===== src/rtl/pc_sequencer.sv =====
// pc_sequencer: multicycle fetch/execute sequencer that computes the next value of an 8-bit PC register.
// Build option: define PC_SEQ_TIMEOUT_EN to compile in the fetch-ack timeout counter and the FAULT state.
module pc_sequencer #(
  parameter logic [7:0] HALT_OPCODE = 8'hFF,
  parameter int         ACK_TIMEOUT = 16
) (
  input  logic        clock,
  input  logic        clear_n,
  input  logic        start,
  input  logic [7:0]  pc_in,
  output logic [7:0]  next_pc,
  output logic        imem_req,
  output logic [7:0]  imem_addr,
  input  logic        imem_ack,
  input  logic [7:0]  imem_rdata,
  output logic [7:0]  instr,
  output logic        instr_valid,
  input  logic        stall,
  input  logic        branch_taken,
  input  logic [7:0]  branch_target,
  output logic        halted,
  output logic        fault,
  output logic [15:0] retired
);

  typedef enum logic [2:0] {
    IDLE  = 3'd0,
    FETCH = 3'd1,
    EXEC  = 3'd2,
    HALT  = 3'd3,
    FAULT = 3'd4
  } state_t;

  state_t state;

`ifdef PC_SEQ_TIMEOUT_EN
  localparam logic [7:0] TIMEOUT_LAST = 8'(ACK_TIMEOUT - 1);
  logic [7:0] ack_count;
`else
  // Without the timeout feature ACK_TIMEOUT has no effect.
  logic [7:0] unused_timeout;
  assign unused_timeout = 8'(ACK_TIMEOUT);
  assign fault          = 1'b0;
`endif

  // Fetch handshake: imem_req stays high for every FETCH cycle; the first cycle
  // with imem_ack high completes the fetch, and imem_ack in any other state is ignored.
  always_ff @(posedge clock or negedge clear_n) begin
    if (!clear_n) begin
      state       <= IDLE;
      instr       <= 8'h00;
      retired     <= 16'h0000;
      imem_req    <= 1'b0;
      instr_valid <= 1'b0;
      halted      <= 1'b0;
`ifdef PC_SEQ_TIMEOUT_EN
      fault       <= 1'b0;
      ack_count   <= 8'h00;
`endif
    end else begin
      case (state)
        IDLE: begin
          if (start) begin
            state    <= FETCH;
            imem_req <= 1'b1;
          end
        end
        FETCH: begin
          if (imem_ack) begin
            instr       <= imem_rdata;
            state       <= EXEC;
            imem_req    <= 1'b0;
            instr_valid <= 1'b1;
`ifdef PC_SEQ_TIMEOUT_EN
            ack_count   <= 8'h00;
          end else begin
            ack_count <= ack_count + 8'd1;
            if (ack_count == TIMEOUT_LAST) begin
              state    <= FAULT;
              imem_req <= 1'b0;
              fault    <= 1'b1;
            end
`endif
          end
        end
        EXEC: begin
          if (!stall) begin
            retired     <= retired + 16'd1;
            instr_valid <= 1'b0;
            if (instr == HALT_OPCODE) begin
              state  <= HALT;
              halted <= 1'b1;
            end else begin
              state    <= FETCH;
              imem_req <= 1'b1;
            end
          end
        end
        default: ;  // HALT and FAULT are left only through clear_n
      endcase
    end
  end

  // The PC register reloads every edge, so "hold" means echoing pc_in back.
  always_comb begin
    next_pc = pc_in;
    if (state == EXEC && !stall && instr != HALT_OPCODE) begin
      next_pc = branch_taken ? branch_target : pc_in + 8'd1;
    end
  end

  assign imem_addr = pc_in;

endmodule


===== config.mk =====
export PLATFORM = sky130hd
export DESIGN_NAME = pc_sequencer
export DESIGN_NICKNAME = d
export VERILOG_FILES = /design/src/rtl/pc_sequencer.sv
export SDC_FILE = /design/constraint.sdc
export NUM_CORES = 1
export LEC_CHECK = 0
export CAP_MARGIN = 20
export CORE_MARGIN = 1
export CORE_UTILIZATION = 45
export DETAILED_ROUTE_END_ITERATION = 10
export PLACE_DENSITY = 0.86
export SYNTH_ARGS = -nofsm -noshare
export SYNTH_HDL_FRONTEND = slang
export SYNTH_SLANG_ARGS = --single-unit
export TNS_END_PERCENT = 20

===== constraint.sdc =====
create_clock -name clock -period 3.6 [get_ports clock]
set_input_delay 1.08 -clock clock [delete_from_list [all_inputs] [get_ports clock]]
set_output_delay 1.08 -clock clock [all_outputs]
set_load 0.02 [all_outputs]

==> flow_summary.toml, run 1 <==
[synthesis]
synth_area_um2 = 1640
synth-seq-area-share_pct = 44.1
postSynthAreaPerCell_um2 = 10.1
ys.flop_type = "dfrtp_1"
synth_edf_count = 0
synth_cells = 163
synth_nets = 199
async_reset_ff_share_pct = 100
synth-seq-cells = 29
yosys.cell_types.count = 37
yosysWarnings = 0

[hold_path]
holdPathStages = 1
min_to = "halted"
min_from = "halted"
hp-class = "flip-flop to flip-flop"

[critical_path]
crit_required_ns = 2.52
reg2reg_from = "state[0]"
path_class = "input pin to output port"
cpPeakStageDelay_ns = 0.43
cp_max_fo = 6
crit_chain = "clkdlybuf4s50_1, and2b_2, o21ai_2, buf_4, a211o_1, buf_2"
rr_endpoint = "retired[14]"
cp_num_buf_inv = 3
cp_slowest_cell = "clkdlybuf4s50_1"
reg2reg_depth = 6
cpLargestDelayFamily = "buffers and inverters"
cp-end-kind = "output port"
critPathArrivalTime_ns = 2.48
start_kind = "input pin"
reg2reg_slack_ns = 1.84

[layout]
drive_above_1_share_pct = 19.0
final_core_util_pct = 73.7
nNetsFinal = 283
fin_cells = 293
num-fill-cells = 253
area_growth_pct = 53.1
n_antenna_cell = 0

[clock_network]
cts_sinks = 29
cts-root-buf = "clkbuf_4"
clockBufferDepth = 2
cts_buffers = 5
clkLatencyLatePin_ns = 0.32
cts-htree-levels = 2
cts_tree = "done"
clk_pin_slew_worst_paths_ns = 0.08

[power]
p_sw_uw = 472
p_int_uw = 800
pwr-share-clk_pct = 15.3
combPwrFrac_pct = 46.7
ir_worst_vdd_mv = 0.359
sw_frac_of_total_pct = 37.1
power.total_uw = 1270
leakage_uw = 0.00111
power_density_nw_per_um2 = 505
seq_power_share_pct = 38.0

[route]
firstDrtPassIters = 4
drt_iter0_markers = 88
num_vias = 1505
drc = 0
wl_per_cell_um = 13.5
antenna_left = 0
avgViaCountPerCell = 5.14
wl_mm = 3.95

[placement]
place_inst = 284
io_buffers = 72
hpwlAfterDp_mm = 2.90
dpl_worst_slack_ns = -0.558
routabilityCongestion = 0.770

[grt]
antenna_found_initial = 0
grt_pass1_wl_mm = 6.57
overflow = 0
grtUsageTotal_pct = 21.5
grt_pass1_vias = 1429
grt_max_degree = 30

[floorplanning]
core_area_um2 = 3420
initial_core_util_pct = 48.1
io_pins = 74
dieArea_um2 = 3900
rows = 21
die_w_um = 62.4
fp.dieH_um = 62.4

[timing]
timing.fmax_mhz = 281
setup_violations = 0
period_share_pct = 98.9
skew_ns = 0.00627
rsz0062_at_grt = "true"
final_max_slew_viol_count = 0
min_period_ns = 3.56
hold_viol_final = 0
finalWorstSetupSlack_ns = 0.0395

[run]
maxCapViolations = 0

[outcome]
run_status = "finished, final reports clean"
## metrics by stage
step                      setup TNS, ns  cell area, um^2  hold slack [ns]
after floorplan                       0             1640            0.498
after global placement            -3.21             2470            0.442
after detailed placement          -3.49             2470            0.456
after CTS                             0             2540            0.476
after global routing             -0.100             2520            0.496
final                                 0             2520            0.471
## logic make-up after synthesis
family	Yosys count	share of synthesized area, %
adders and majority gates	6	4.57
xor gates and xnor gates	15	7.99
AOI/OAI and AO/OA	31	11.0
buffers and inverters	16	5.78
and+or+nand+nor	54	19.0
other	1	0.228
DFF	29	44.1
muxes	11	7.31
## worst register-to-register path, cell delays in order, from the launching register on
cell,delay (ns)
dfrtp_1,0.42
inv_1,0.09
ha_1,0.28
and4b_1,0.34
and3_2,0.25
nand3_1,0.11
xnor2_1,0.14
## per-layer routing
metal / track usage, % / wire [um] / vias to the layer above
met5: 0 / 0 / -
met4: 6.98 / 48 / 0
met3: 7.48 / 363 / 6
met2: 35.3 / 1820 / 63
met1: 26.4 / 1720 / 696
li1: - / - / 740
## synth_stat cells, types with 3 or more instances
library cell | n | area share (%)
o21ai_0 | 13 | 4.0
ha_1 | 6 | 4.6
nand4_1 | 6 | 2.3
dfrtp_1 | 29 | 44
xor2_1 | 3 | 1.6
nand2_1 | 14 | 3.2
mux2_2 | 8 | 5.5
nor2_1 | 6 | 1.4
nand2b_1 | 3 | 1.1
xnor2_1 | 12 | 6.4
mux2i_1 | 3 | 1.8
nand3_1 | 8 | 2.4
a21oi_1 | 9 | 2.7
inv_1 | 4 | 0.91
buf_4 | 9 | 4.1
## sequential cells by signal (all words and copies together), names as in the netlist
register	flops
state	2
instr	8
instr_valid	1
halted	1
retired	16
imem_req	1
## power groups by stage
stage	Clock (uW)	Sequential, uW	Combinational, uW
after floorplan	0	568	228
after global placement	0	485	583
after detailed placement	0	490	595
after CTS	199	484	602
after global routing	216	497	650
final	195	483	594
## final cells by class
class,count,area [um^2],share of cell area [%]
Tap cell,46,57.6,2.29
Timing Repair Buffer,88,820,32.6
Inverter,4,15.0,0.596
Sequential cell,29,726,28.8
Clock buffer,7,55.1,2.19
Multi-Input combinational cell,119,845,33.5
## cell usage in the layout (no fill, tap or decap), types with 2 or more instances in the layout
cell type,Yosys,routed
nand3_2,2,2
dfrtp_1,29,29
nor3_1,2,2
nor2_1,6,6
dlygate4sd2_1,0,4
o21ai_0,13,13
nor4_1,2,2
xnor2_1,12,12
buf_2,1,4
mux2_2,8,8
buf_4,9,15
xor2_1,3,3
a31oi_1,2,2
clkdlybuf4s50_1,0,60
nand4_1,6,6
mux2i_1,3,3
clkbuf_2,0,2
and3_1,2,2
nand3_1,8,8
a21oi_1,9,9
clkbuf_4,0,5
inv_1,4,4
and4_4,1,2
ha_1,6,5
nand2b_1,3,3
o2bb2ai_1,2,2
nand2_1,14,14
## worst max-delay path by stage
stage,end,depth (start not counted),start,slack (ns)
detailed placement,next_pc[6],7,pc_in[0],-0.56
floorplan,next_pc[0],4,stall,0.45
CTS,next_pc[2],6,branch_taken,0.003
global placement,next_pc[6],7,pc_in[0],-0.51
finish,next_pc[7],6,stall,0.04
global route,next_pc[4],6,stall,-0.07
## repair_timing
| action | in CTS | in global routing |
|---|---|---|
| endpoints found under the hold margin | 0 | 0 |
| pin swaps | 1 | 0 |
| gates resized for setup | 33 | 9 |
| cloned | 1 | 0 |
| setup buffers | 1 | 0 |
| endpoints found under the setup margin | 8 | 8 |
| hold buffers | 0 | 0 |
Note: power is estimated with default switching activity, not from simulation.
==> inputs of run 2 (changes only) <==
--- a/config.mk
+++ b/config.mk
@@ -6,7 +6,6 @@
 export NUM_CORES = 1
 export LEC_CHECK = 0
 export CAP_MARGIN = 20
-export CORE_MARGIN = 1
 export CORE_UTILIZATION = 45
 export DETAILED_ROUTE_END_ITERATION = 10
 export PLACE_DENSITY = 0.86
==> results of run 2 <==
The final DEF is identical to that of run 1; final timing and power are the same.
